==> config.mk <==
export PLATFORM = sky130hd
export DESIGN_NAME = farm_sensor_detector_flat
export DESIGN_NICKNAME = d
export VERILOG_FILES = /design/src/rtl/traffic_pkg.sv /design/src/rtl/farm_sensor_detector_if.sv /design/src/rtl/loop_debouncer.sv /design/src/rtl/farm_sensor_detector.sv /design/src/flat_wrapper.sv
export SDC_FILE = /design/constraint.sdc
export NUM_CORES = 1
export LEC_CHECK = 0
export BUFFER_PORTS_ARGS = -buffer_cell sky130_fd_sc_hd__buf_2
export CORE_MARGIN = 2
export CORE_UTILIZATION = 25
export DETAILED_ROUTE_END_ITERATION = 7
export HOLD_SLACK_MARGIN = 0.1
export MAX_ROUTING_LAYER = met4
export PLACE_DENSITY_LB_ADDON = 0.25
export SLEW_MARGIN = 20
export SYNTH_ARGS = -nofsm -noshare
export SYNTH_HDL_FRONTEND = slang
export SYNTH_HIERARCHICAL = 1
export SYNTH_SLANG_ARGS = --single-unit
==> constraint.sdc <==
create_clock -name clk -period 4.05 [get_ports clk]
set_input_delay 0.2025 -clock clk [delete_from_list [all_inputs] [get_ports clk]]
set_output_delay 0.2025 -clock clk [all_outputs]
set_load 0.02 [all_outputs]
==> src/rtl/traffic_pkg.sv <==
// Shared definitions for the highway/farm intersection:
// lamp codes and the farm detector handshake states.
package traffic_pkg;

    localparam logic [1:0] LAMP_DARK   = 2'b00;
    localparam logic [1:0] LAMP_GREEN  = 2'b01;
    localparam logic [1:0] LAMP_YELLOW = 2'b10;
    localparam logic [1:0] LAMP_RED    = 2'b11;

    typedef enum logic [1:0] {
        IDLE  = 2'd0,
        REQ   = 2'd1,
        SERVE = 2'd2,
        FAULT = 2'd3
    } det_state_t;

    // Green or yellow lets traffic move; red and dark do not.
    function automatic logic lamp_go(input logic [1:0] code);
        return (code == LAMP_GREEN) || (code == LAMP_YELLOW);
    endfunction

endpackage

==> src/rtl/farm_sensor_detector_if.sv <==
// Sensor request and lamp-code handshake between the farm
// detector (master) and the traffic signal controller (slave).
interface farm_sensor_detector_if;

    logic       sensor;
    logic [1:0] highway_signal;
    logic [1:0] farm_signal;

    modport master (
        output sensor,
        input  highway_signal,
        input  farm_signal
    );

    modport slave (
        input  sensor,
        output highway_signal,
        output farm_signal
    );

endinterface

==> src/rtl/loop_debouncer.sv <==
// Inductive-loop conditioning: two-flop synchronizer, sample
// tick divider and agreement counter producing a clean level.
module loop_debouncer #(
    parameter int TICK_DIV = 4,
    parameter int DEBOUNCE = 3
) (
    input  logic clk,
    input  logic rst,
    input  logic loop_raw,
    output logic level,
    output logic arrival
);

    localparam int TW = (TICK_DIV > 1) ? $clog2(TICK_DIV) : 1;
    localparam int AW = $clog2(DEBOUNCE + 1);
    localparam logic [TW-1:0] TICK_LAST = TW'(TICK_DIV - 1);
    localparam logic [AW-1:0] AGREE_LAST = AW'(DEBOUNCE - 1);

    logic          sync1;
    logic          sync2;
    logic [TW-1:0] tick_cnt;
    logic          tick;
    logic [AW-1:0] agree;

    assign tick = (tick_cnt == TICK_LAST);

    always_ff @(posedge clk) begin
        if (rst) begin
            sync1    <= 1'b0;
            sync2    <= 1'b0;
            tick_cnt <= '0;
            agree    <= '0;
            level    <= 1'b0;
            arrival  <= 1'b0;
        end else begin
            sync1    <= loop_raw;
            sync2    <= sync1;
            tick_cnt <= tick ? '0 : tick_cnt + 1'b1;
            arrival  <= 1'b0;
            if (tick) begin
                if (sync2 != level) begin
                    // DEBOUNCE disagreeing ticks in a row flip the level
                    if (agree == AGREE_LAST) begin
                        level   <= sync2;
                        agree   <= '0;
                        arrival <= sync2;
                    end else begin
                        agree <= agree + 1'b1;
                    end
                end else begin
                    agree <= '0;
                end
            end
        end
    end

endmodule

==> src/rtl/farm_sensor_detector.sv <==
// Farm-road vehicle detector: counts waiting vehicles, raises
// the sensor request until farm green, and latches lamp conflicts.
module farm_sensor_detector
    import traffic_pkg::*;
#(
    parameter int TICK_DIV = 4,
    parameter int DEBOUNCE = 3,
    parameter int CNT_W    = 8
) (
    input  logic                     clk,
    input  logic                     rst,
    input  logic                     loop_raw,
    farm_sensor_detector_if.master   sig,
    output logic                     arrival,
    output logic [CNT_W-1:0]         vehicle_waiting,
    output logic                     overflow,
    output logic                     fault
);

    localparam logic [CNT_W-1:0] CNT_MAX  = '1;
    localparam logic [CNT_W-1:0] CNT_NEAR = CNT_MAX - 1'b1;

    det_state_t state;
    det_state_t state_n;
    logic       loop_level;
    logic       farm_green;
    logic       farm_green_q;
    logic       leave_green;
    logic       fault_cond;

    loop_debouncer #(
        .TICK_DIV (TICK_DIV),
        .DEBOUNCE (DEBOUNCE)
    ) u_debounce (
        .clk      (clk),
        .rst      (rst),
        .loop_raw (loop_raw),
        .level    (loop_level),
        .arrival  (arrival)
    );

    assign farm_green  = (sig.farm_signal == LAMP_GREEN);
    assign leave_green = farm_green_q && !farm_green;
    assign fault_cond  = lamp_go(sig.highway_signal)
                      && lamp_go(sig.farm_signal);
    assign sig.sensor  = (state == REQ);

    always_ff @(posedge clk) begin
        if (rst) begin
            state           <= IDLE;
            farm_green_q    <= 1'b0;
            vehicle_waiting <= '0;
            overflow        <= 1'b0;
            fault           <= 1'b0;
        end else begin
            state        <= state_n;
            farm_green_q <= farm_green;
            if (fault_cond) begin
                fault <= 1'b1;
            end
            // Green just ended: only a same-cycle arrival survives
            if (leave_green) begin
                vehicle_waiting <= arrival ? CNT_W'(1) : '0;
            end else if (arrival && !farm_green) begin
                if (vehicle_waiting != CNT_MAX) begin
                    vehicle_waiting <= vehicle_waiting + 1'b1;
                end
                if (vehicle_waiting >= CNT_NEAR) begin
                    overflow <= 1'b1;
                end
            end
        end
    end

    always_comb begin
        state_n = state;
        unique case (state)
            IDLE:    if (vehicle_waiting != '0) state_n = REQ;
            REQ:     if (farm_green) state_n = SERVE;
            SERVE:   if (leave_green) state_n = IDLE;
            FAULT:   state_n = FAULT;
            default: state_n = IDLE;
        endcase
        if (fault_cond) begin
            state_n = FAULT;
        end
    end

endmodule

==> src/flat_wrapper.sv <==
// flat-port wrapper written by rule: the top's interface ports become plain ports
module farm_sensor_detector_flat import traffic_pkg::*;
#(
    parameter int TICK_DIV = 4,
    parameter int DEBOUNCE = 3,
    parameter int CNT_W    = 8
)
  (clk, rst, loop_raw, arrival, vehicle_waiting, overflow, fault, sig_sensor, sig_highway_signal, sig_farm_signal);
  farm_sensor_detector_if sig_i ();
  input  logic clk;
  input  logic rst;
  input  logic loop_raw;
  output logic arrival;
  output logic [CNT_W-1:0] vehicle_waiting;
  output logic overflow;
  output logic fault;
  output wire logic [$bits(sig_i.sensor)-1:0] sig_sensor;
  input wire logic [$bits(sig_i.highway_signal)-1:0] sig_highway_signal;
  input wire logic [$bits(sig_i.farm_signal)-1:0] sig_farm_signal;
  assign sig_sensor = sig_i.sensor;
  assign sig_i.highway_signal = sig_highway_signal;
  assign sig_i.farm_signal = sig_farm_signal;
  farm_sensor_detector #(.TICK_DIV(TICK_DIV), .DEBOUNCE(DEBOUNCE), .CNT_W(CNT_W)) u_core (.clk(clk), .rst(rst), .loop_raw(loop_raw), .sig(sig_i), .arrival(arrival), .vehicle_waiting(vehicle_waiting), .overflow(overflow), .fault(fault));
endmodule
## Yosys cells after proc, flatten, opt, wreduce, memory -nomap -nowiden

Index checks and enable logic that the tools add are counted.

| cells by class | value |
|---|---|
| add/subtract/negate cells | 3 |
| order comparisons | 1 |
| equality and inequality tests | 14 |
| mux-type cells | 11 |
| bitwise operators | 4 |
| reductions and logical operators | 16 |

Operator list:

| operator | number |
|---|---|
| 8-bit 2-to-1 mux | 3 |
| 2-bit equality test, second input constant | 6 |
| 2-bit 2-to-1 mux | 6 |
| 3-bit by 1-bit inequality test with 1-bit output, second input constant | 3 |
| 3-bit AND reduction | 3 |
| 8-bit by 1-bit adder with 8-bit output, second input constant | 1 |
| 8-bit greater-or-equal comparator, second input constant | 1 |
| 8-bit inequality test, second input constant | 1 |
| 2-bit case mux with 4 select lines | 1 |
| 8-bit nonzero test | 1 |
| 2-bit by 1-bit equality test with 1-bit output, second input constant | 3 |
| 2-bit by 1-bit adder with 2-bit output, second input constant | 2 |
| 1-bit NOT | 4 |
| 2-bit nonzero test | 2 |
| 4-bit OR reduction | 1 |
| 1-bit logical AND | 3 |
| 2-bit zero test | 1 |
| 1-bit logical OR | 2 |
| 2-bit AND reduction | 1 |
| 2-bit OR reduction | 1 |
| 1-bit zero test | 1 |
| 1-bit 2-to-1 mux | 1 |
| 1-bit inequality test | 1 |

| storage, ports and cells | value |
|---|---|
| register bits after elaboration | 21 |
| input port bits | 7 |
| output and inout port bits | 12 |
| word-level logic and storage cells | 60 |

## Longest topological paths before layout

Gate-level depths: netlist of the first run.

| depth | value |
|---|---|
| depth after elaboration | 6 |
| gate-level depth with buffers | 6 |
| depth with buffers taken out | 6 |

## Cells and area by module

The synthesis of the first run kept the hierarchy.

Modules (own cells, without submodules):

| module | times used | cells each | area each (um2) | seq. area each (um2) |
|---|---|---|---|---|
| farm_sensor_detector | 1 | 83 | 783.3 | 260.2 |
| loop_debouncer | 1 | 27 | 321.6 | 160.2 |

## Worst setup path before layout of the first run

OpenSTA, ideal clock, no wires.

| timing path | value |
|---|---|
| path kind | register to register |
| start point | register u_core.vehicle_waiting[0] |
| end point | register u_core.state[0] |
| library setup time | 0.070 ns |
| data arrival time | 1.721 ns |
| data required time | 3.980 ns |
| path slack | 2.259 ns |
| cell stages (with the launch flop) | 7 |
| buffers on the path | 0 |
| clock period less this slack | 1.791 ns |
| cell sequence | dfxtp_1 -> inv_1 -> ha_1 -> and4bb_1 -> a221oi_2 -> mux2_1 -> a21oi_1 |

| between the ends | value |
|---|---|
| longest elaborated chain between the ends | 3 |

Ends and longest elaborated chain:

| what | RTL line | source |
|---|---|---|
| start, declared | farm_sensor_detector.sv:15 | `output logic [CNT_W-1:0] vehicle_waiting,` |
| start signal, assigned | farm_sensor_detector.sv:63 | `vehicle_waiting <= arrival ? CNT_W'(1) : '0;` |
| start signal, assigned | farm_sensor_detector.sv:66 | `vehicle_waiting <= vehicle_waiting + 1'b1;` |
| 8-bit nonzero test | farm_sensor_detector.sv:78 | `IDLE: if (vehicle_waiting != '0) state_n = REQ;` |
| 3-bit by 1-bit inequality test with 1-bit output (no line) | n/a |  |
| 3-bit AND reduction (no line) | n/a |  |
| end signal, assigned | farm_sensor_detector.sv:56 | `state <= state_n;` |
| end, declared | farm_sensor_detector.sv:23 | `det_state_t state;` |

No other way between the ends.
A chain may end at the register's enable or synchronous reset.

## Worst setup path in the final report of the first run

| timing path | value |
|---|---|
| start point | register u_core.vehicle_waiting[0] |
| end point | register u_core.state[1] |

The elaborated chain is that of the path after synthesis.

==> flow_summary.yaml, run 1 <==
status:
  status: "finished clean"
setup_path:
  critPathTopFamily: "flip-flops"
  regToRegSetupSlack_ns: 2.26
  worstSetupStartpointType: "register"
  crit_chain: "inv_1 -> ha_1 -> and4bb_1 -> a221oi_2 -> mux2_1 -> a21oi_1"
  cp_data_arrival_time_ns: 1.99
  worstSetupPathType: "reg2reg"
  cpPeakStageDelay_ns: 0.43
  cp_max_fo: 6
  worst-path-buf-inv: 1
  cp-end-kind: "register"
  critPathSlowestCell: "dfxtp_1"
  crit_required_ns: 4.25
sta:
  skew_ns: 0.00312
  worstMarginPinSlew_ns: 0.349
  hold_viol: 0
  post-route-period-util_pct: 44.2
  max_freq_ghz: 0.559
  drv_slew: 0
  finalSetupTns_ns: 0
  max_slew_margin_pct: 76.8
  hold_slack_ns: 0.150
  final-setup-viol-count: 0
  period_minus_slack_ns: 1.79
  rsz0062_at_grt: "no"
placed_design:
  hpwl_um: 1680
  io_buffers: 18
  place.gp.congestion: 0.846
synth:
  syn_inst: 110
  seq_area_frac_synth_pct: 38.1
  synth_nets: 127
  synth_area_leader_cell: "dfxtp_1"
  async_flop_share_pct: 0
  ys_ff_latch: 21
  synth_edf_count: 0
  syn_area_per_cell_um2: 10.0
  ys_warn_count: 6
  yosysUniqueCellTypes: 38
  yosys-top-cells-area: "dfxtp_1 (38%), ha_1 (11%), nand2b_1 (3.4%), a21oi_1 (3.2%), inv_1 (3.1%)"
  synth_top_area_share_pct: 38.1
  synth_ff_type: "dfxtp_1"
  synth_area_um2: 1100
clock_network:
  cts.path.max_buffers: 2
  cts_root_buf: "clkbuf_8"
  path_clk_slew_ns: 0.08
  cts_tree: "built"
  ctsHoldBuffers: 0
  cts_setup_buffers: 0
  htree_levels: 1
  ctsResizeCount: 0
  cts_made_buffers: 3
  clock_sinks: 21
  clk_latency_ns: 0.26
floorplanning:
  start_util_pct: 25.7
  die_x_um: 70.5
  die_y_um: 70.5
  dieArea_um2: 4970
  core_area_um2: 4290
  io_pins: 19
  fp-row-count: 24
route:
  drcViolationCount: 0
  via_count: 857
  wl_per_cell_um: 12.1
  drt_wl_total_um: 2200
  drtAntennaViolNets: 0
  first_pass_iters: 4
  avgViaCountPerCell: 4.73
  first_iter_violations: 46
final_layout:
  final_common_cell: "dfxtp_1"
  layout_common_cells: "dfxtp_1 (21), buf_2 (18), ha_1 (10)"
  multi_input_area_um2: 624
  num-fill-cells: 473
  fin_nets: 147
  seq_area_um2: 420
  syn_to_final_growth_pct: 16.1
  antenna_cells: 0
  drive_gt1_share_pct: 23.3
grt:
  grt_max_degree: 18
  track_usage_pct: 9.86
  overflow: 0
  grt_pass1_vias: 867
  grt_pass1_wl_um: 3830
  antenna_found_initial: 0
power_and_ir_drop:
  p_leak_nw: 0.523
  ir_drop_mv: 0.186
  powerDensity_nw_per_um2: 343
worst_hold_path:
  worst_hold_path_type: "in2reg"
job:
  drv_cap: 0
==> cells by family (layout without fill, tap and decap cells) <==
family	after synthesis	in the layout	synth area share, %
AO/OA/AOI/OAI	19	19	14.2
XOR/XNOR	5	5	3.96
adder cells (fa/ha/maj)	10	10	11.3
buffers and inverters	12	31	5.44
flip-flops	21	21	38.1
multiplexers	4	4	3.85
AND/OR/NAND/NOR	39	39	23.2
==> area by class of cell <==
cell class,instances,share of cell area (%)
sequential,21,32.8
clock inverter,1,0.585
clock buffer,3,3.22
tap,52,5.07
multi-input combinational,77,48.7
timing repair buffer,18,7.02
inverter,9,2.63
==> final timing paths <==
path | startpoint | end | depth (start not counted)
max | u_core/vehicle_waiting[0] | u_core/state[1] | 6
min | loop_raw | u_core/u_debounce/sync1 | 2
max reg2reg | u_core/vehicle_waiting[0] | u_core/state[1] | 6
min reg2reg | u_core/u_debounce/sync1 | u_core/u_debounce/sync2 | 1
==> per-stage QoR <==
| step | power (W) | utilization (%) | cells | setup WS [ns] | area (um^2) |
|---|---|---|---|---|---|
| floorplan | 0.000287 | - | 110 | 2.26 | 1100 |
| global placement | 0.000302 | 28.7 | 177 | 2.31 | 1230 |
| detailed placement | 0.000307 | 28.7 | 177 | 2.24 | 1230 |
| CTS | 0.000450 | 29.9 | 181 | 2.22 | 1280 |
| global route | 0.000471 | 29.9 | 181 | 2.12 | 1280 |
| finish | 0.000440 | 29.9 | 181 | 2.26 | 1280 |
==> flip-flops by register name (all words and copies together) (netlist names) <==
signal,cells
u_core/u_debounce/arrival,1
u_core/overflow,1
u_core/state,2
u_core/fault,1
u_core/farm_green_q,1
u_core/u_debounce/sync2,1
u_core/u_debounce/tick_cnt,2
u_core/u_debounce/level,1
u_core/vehicle_waiting,8
u_core/u_debounce/agree,2
u_core/u_debounce/sync1,1
==> power by group <==
group | switching (W) | total [W] | internal (W)
clock | 0.0000709 | 0.000140 | 0.0000694
sequential | 0.00000761 | 0.000225 | 0.000217
combinational | 0.0000398 | 0.0000753 | 0.0000355
total | 0.000118 | 0.000440 | 0.000322
==> routing by layer <==
metal / part of all wire (%) / global-route usage [%] / vias up
met5: 0 / - / -
met4: 0.73 / 2.99 / 0
met3: 5.6 / 3.61 / 2
met2: 47 / 16.2 / 19
met1: 46 / 11.2 / 405
li1: - / - / 431
==> cells in the mapped netlist (all sizes together) (2+ instances only) <==
cell / number
and3: 2
nor3: 4
inv: 9
o32ai: 2
o2111ai: 2
xnor2: 3
buf: 2
nand2b: 6
or4: 2
nor4: 2
a21oi: 7
nor2: 6
nand3: 2
xor2: 2
mux2i: 2
nand3b: 3
mux2: 2
nor2b: 4
o31ai: 2
dfxtp: 21
nand4: 2
ha: 10
Power figures use the tool's default switching activity.
==> run 2, diff against run 1 <==
Clock period 4.05 ns to 1.7 ns, I/O delays scaled along.
==> run 2 against run 1 <==
Compared with the run above: core utilization up 1.7 points; sequential power rose by 140%; worst setup slack lost 2.2 ns; combinational power increased to 2.7 times the previous value; critical path depth did not move; die area unchanged; sequential share of layout area fell by 1.2 points; final cell count up 4.4%; non-clock buffer count grew 8; clock skew decreased by 0.0021 ns; first-iteration DRC count is 17% lower.
==> flow_summary.yaml, run 2 (synthesis results as in run 1) <==
grt:
  grt_pass1_wl_um: 3880
  track_usage_pct: 10.1
  overflow: 0
  grt_pass1_vias: 857
  grt_max_degree: 18
  antenna_found_initial: 0
setup_path:
  critPathSlowestCell: "mux2_1"
  crit_chain: "inv_1 -> ha_1 -> and4bb_1 -> a221oi_2 -> mux2_1 -> a21oi_1"
  regToRegSetupSlack_ns: 0.07
  cpPeakStageDelay_ns: 0.36
  cp-end-kind: "register"
  crit_required_ns: 1.89
  cp_data_arrival_time_ns: 1.82
  critPathTopFamily: "compound AO/OA/AOI/OAI gates"
  worstSetupPathType: "reg2reg"
  worst-path-buf-inv: 1
  cp_max_fo: 3
  worstSetupStartpointType: "register"
final_layout:
  fin_nets: 155
  drive_gt1_share_pct: 32.1
  final_common_cell: "buf_2"
  syn_to_final_growth_pct: 22.7
  layout_common_cells: "buf_2 (18), dfxtp_1 (17), ha_1 (10)"
  final_cell_area_um2: 1360
  largest_register_ffs: 8
  utilization_pct: 31.6
  regMostFlops: "u_core/vehicle_waiting"
  antenna_cells: 0
route:
  wl_per_cell_um: 11.6
  avgViaCountPerCell: 4.67
  first_iter_violations: 38
  drtAntennaViolNets: 0
  via_count: 883
  first_pass_iters: 4
  drcViolationCount: 0
  drt_wl_total_um: 2200
clock_network:
  cts.path.max_buffers: 2
  path_clk_slew_ns: 0.08
  clk_latency_ns: 0.26
  clock_sinks: 21
  cts_root_buf: "clkbuf_8"
  htree_levels: 1
  cts_made_buffers: 3
  cts_tree: "built"
floorplanning:
  dieArea_um2: 4970
  start_util_pct: 25.7
  fp-row-count: 24
  io_pins: 19
  die_y_um: 70.5
  core_area_um2: 4290
  die_x_um: 70.5
placed_design:
  io_buffers: 18
  dpl_cell_area_um2: 1270
  place.gp.congestion: 0.721
  hpwl_um: 1620
sta:
  drv_slew: 0
  hold_viol: 0
  finalSetupTns_ns: 0
  max_freq_ghz: 0.613
  period_minus_slack_ns: 1.63
  post-route-period-util_pct: 95.9
  worstMarginPinSlew_ns: 0.345
  rsz0062_at_grt: "no"
  final-setup-viol-count: 0
  max_slew_margin_pct: 77.0
  skew_ns: 0.00103
worst_hold_path:
  worst_hold_path_type: "in2reg"
status:
  status: "finished clean"
power_and_ir_drop:
  p_total_w: 0.00107
  ir_drop_mv: 0.416
  powerDensity_nw_per_um2: 787
  p_leak_nw: 0.568
job:
  drv_cap: 0
[run 2: power by group]
part / total (W) / internal (W) / switching (W)
combinational: 0.000203 / 0.000103 / 0.000101
sequential: 0.000535 / 0.000519 / 0.0000165
clock: 0.000328 / 0.000163 / 0.000165
total: 0.00107 / 0.000785 / 0.000282
[run 2: final cells by class]
class                           count  area, um^2
Clock inverter                      1        5.00
Fill cell                         463        2940
Clock buffer                        3        41.3
Inverter                            9        33.8
Tap cell                           52        65.1
Timing Repair Buffer               26         153
Sequential cell                    21         428
Multi-Input combinational cell     77         629
[run 2: final timing paths]
kind / cells past startpoint / from / to
worst max-delay path: 6 / u_core/state[0] / u_core/state[1]
worst min-delay path: 4 / sig_highway_signal[0] / u_core/state[1]
worst max register to register: 6 / u_core/state[0] / u_core/state[1]
worst min register to register: 1 / u_core/u_debounce/sync1 / u_core/u_debounce/sync2
[run 2: worst register-to-register path: stages (launching register included)]
cell and delay [ns]:
dfxtp_2 0.33, inv_1 0.06, ha_1 0.19, and4bb_1 0.21, a221oi_2 0.30, mux2_1 0.36
a21oi_1 0.12
[run 2: metrics by stage]
stage	setup WS [ns]	cells	hold WS [ns]
finish	0.0700	189	0.182
global placement	0.107	181	0.299
global route	0.00296	189	0.205
detailed placement	0.0343	181	0.300
floorplan	0.0319	110	0.142
CTS	0.00873	186	0.187
[run 2: metal layers]
| layer | global-route usage (%) | share of wire (%) | vias up |
|---|---|---|---|
| met2 | 15.7 | 44 | 18 |
| met1 | 12.3 | 50 | 407 |
| met4 | 2.56 | 0.50 | 0 |
| met3 | 3.75 | 4.6 | 2 |
| met5 | - | 0 | - |
| li1 | - | - | 456 |
[run 2: what timing repair did]
item                                    4_1_cts  5_1_grt
setup buffers                                 0        3
gates resized for setup                       0        6
hold buffers                                  1        0
endpoints found under the setup margin        0        3
hold endpoints to repair                      1        0
==> run 3, diff against run 2 <==
Settings changed: SETUP_SLACK_MARGIN from default to 0.15, SYNTH_HIERARCHICAL 1 to default.
==> run 3 against run 2 <==
Compared with the run above: combinational power rose by 3%; sequential power shrank 2%; clock skew is 0.0025 ns higher; critical path type unchanged.
==> flow_summary.yaml, run 3 <==
grt:
  grt_max_degree: 17
  overflow: 0
  grt_pass1_vias: 936
  antenna_found_initial: 0
  grt_pass1_wl_um: 4220
  track_usage_pct: 11.1
placed_design:
  place.gp.congestion: 0.859
  place_ws_ns: 0.0511
  hpwl_um: 1670
  io_buffers: 18
sta:
  max_slew_margin_pct: 77.5
  drv_slew: 0
  worstMarginPinSlew_ns: 0.338
  fin_ws_ns: 0.147
  post-route-period-util_pct: 91.3
  hold_viol: 0
  period_minus_slack_ns: 1.55
  rsz0062_at_grt: "yes"
  finalSetupTns_ns: 0
  max_freq_ghz: 0.644
  final-setup-viol-count: 0
  skew_ns: 0.00358
route:
  avgViaCountPerCell: 4.71
  drcViolationCount: 0
  first_iter_violations: 69
  via_count: 904
  first_pass_iters: 4
  drtAntennaViolNets: 0
  drt_wl_total_um: 2300
  wl_per_cell_um: 12.0
final_layout:
  drive_gt1_share_pct: 33.1
  layout_common_cells: "buf_2 (18), dfxtp_1 (17), nor2_1 (11)"
  antenna_cells: 0
  num-fill-cells: 415
  fin_nets: 159
  final_common_cell: "buf_2"
  syn_to_final_growth_pct: 28.7
  regMostFlops: "u_core.vehicle_waiting"
  largest_register_ffs: 8
synth:
  ys_ff_latch: 21
  ys_warn_count: 0
  syn_inst: 113
  async_flop_share_pct: 0
  yosysUniqueCellTypes: 33
  synth_ff_type: "dfxtp_1"
  seq_area_frac_synth_pct: 39.2
  synth_commonest_cells: "dfxtp_1 (21), nor2_1 (11), ha_1 (9), inv_1 (8), a21oi_1 (7)"
  yosys-top-cells-area: "dfxtp_1 (39%), ha_1 (10%), xnor2_1 (4.1%), nor2_1 (3.8%), a21oi_1 (3.3%)"
  synth_area_um2: 1070
  synth_area_leader_cell: "dfxtp_1"
  synth.most_common_cell: "dfxtp_1"
  synth_top_area_share_pct: 39.2
  synth_edf_count: 0
  synth_nets: 129
  syn_area_per_cell_um2: 9.50
setup_path:
  crit_chain: "inv_2 -> ha_4 -> nor4bb_4 -> a221oi_2 -> buf_4 -> mux2i_1 -> a21oi_1"
  worst-path-buf-inv: 2
  reg2reg_from: "u_core.vehicle_waiting[0]"
  cp_max_fo: 5
  critPathSlowestCell: "dfxtp_4"
  crit_required_ns: 1.85
  reg2regPathDepth: 7
  critPathTopFamily: "flip-flops"
  worstSetupPathType: "reg2reg"
  regToRegSetupSlack_ns: 0.15
  worstSetupStartpointType: "register"
  reg2reg_to: "u_core.state[1]"
  cpPeakStageDelay_ns: 0.38
  cp_data_arrival_time_ns: 1.70
  cp-end-kind: "register"
floorplanning:
  dieArea_um2: 4830
  fp-row-count: 23
  die_y_um: 69.5
  core_area_um2: 4060
  die_x_um: 69.5
  start_util_pct: 26.5
  io_pins: 19
status:
  status: "finished clean"
clock_network:
  cts_made_buffers: 3
  cts.path.max_buffers: 2
  clk_latency_ns: 0.26
  path_clk_slew_ns: 0.08
  htree_levels: 1
  cts_tree: "built"
  cts_root_buf: "clkbuf_8"
  clock_sinks: 21
power_and_ir_drop:
  p_total_w: 0.00107
  powerDensity_nw_per_um2: 775
  p_leak_nw: 0.543
  ir_drop_mv: 0.330
worst_hold_path:
  holdPathStages: 2
  hold_end: "u_core.u_debounce.level"
  hold_start: "rst"
  worst_hold_path_type: "in2reg"
job:
  drv_cap: 0
[run 3: logic make-up (layout without fill, tap and decap cells)]
group	count (synthesis)	count (layout)	share of synthesized area, %
AOI/OAI and AO/OA	18	18	13.3
xor gates and xnor gates	7	7	5.71
adders and majority gates	9	9	10.5
buffers and inverters	10	39	4.20
DFF	21	21	39.2
muxes	3	3	2.91
and+or+nand+nor	45	45	24.2
[run 3: worst register-to-register path, delay by kind of cell, from the launching register on]
kind	cells	cell delay [ns]
AOI/OAI and AO/OA	2	0.37
adders and majority gates	1	0.15
buffers and inverters	2	0.21
DFF	1	0.38
muxes	1	0.19
and+or+nand+nor	1	0.14
[run 3: routing by layer]
layer / share of wire (%) / global-route usage (%) / vias up / wire length (um)
li1: - / - / 458 / -
met5: 0 / - / - / 0
met1: 44 / 12.7 / 415 / 1000
met4: 1.5 / 3.27 / 0 / 34
met3: 6.0 / 3.92 / 5 / 139
met2: 49 / 18.3 / 26 / 1120
[run 3: how the worst max path moves through the flow]
stage	start	end	slack, ns	cells after the start
final	u_core.vehicle_waiting[0]	u_core.state[1]	0.15	7
after global routing	u_core.vehicle_waiting[0]	u_core.state[1]	0.09	7
after CTS	u_core.vehicle_waiting[0]	u_core.state[1]	0.15	7
after detailed placement	u_core.state[0]	u_core.state[0]	0.05	6
after global placement	u_core.state[0]	u_core.state[0]	0.10	6
after floorplan	u_core.vehicle_waiting[0]	u_core.state[0]	0.13	6
[run 3: what timing repair did]
action	4_1_cts	5_1_grt
hold buffers	1	0
setup endpoints to repair	2	4
pin swaps	2	2
buffers inserted	6	0
resized for setup	2	5
gates cloned	0	0
hold endpoints to repair	1	0
[run 3: cell type report]
| class | instances | area [um^2] | share of cell area [%] |
|---|---|---|---|
| multi-input cells | 82 | 652 | 47.2 |
| flip-flops and latches | 21 | 430 | 31.2 |
| repair buffers | 27 | 160 | 11.6 |
| well taps | 50 | 62.6 | 4.53 |
| clock buffers | 3 | 41.3 | 2.99 |
| inverters | 8 | 30.0 | 2.17 |
| clock inverters | 1 | 5.00 | 0.362 |
[run 3: stage by stage]
step / cell area (um^2) / instances / util (%) / hold WS, ns
floorplan: 1100 / 113 / - / 0.157
global placement: 1260 / 181 / 31.0 / 0.299
detailed placement: 1260 / 181 / 31.0 / 0.303
CTS: 1360 / 192 / 33.5 / 0.172
global route: 1380 / 192 / 34.0 / 0.189
finish: 1380 / 192 / 34.0 / 0.172
[run 3: report_power, final]
| part | switching [W] | internal [W] |
|---|---|---|
| logic | 0.0000936 | 0.000116 |
| clock network | 0.000172 | 0.000164 |
| registers | 0.0000119 | 0.000512 |
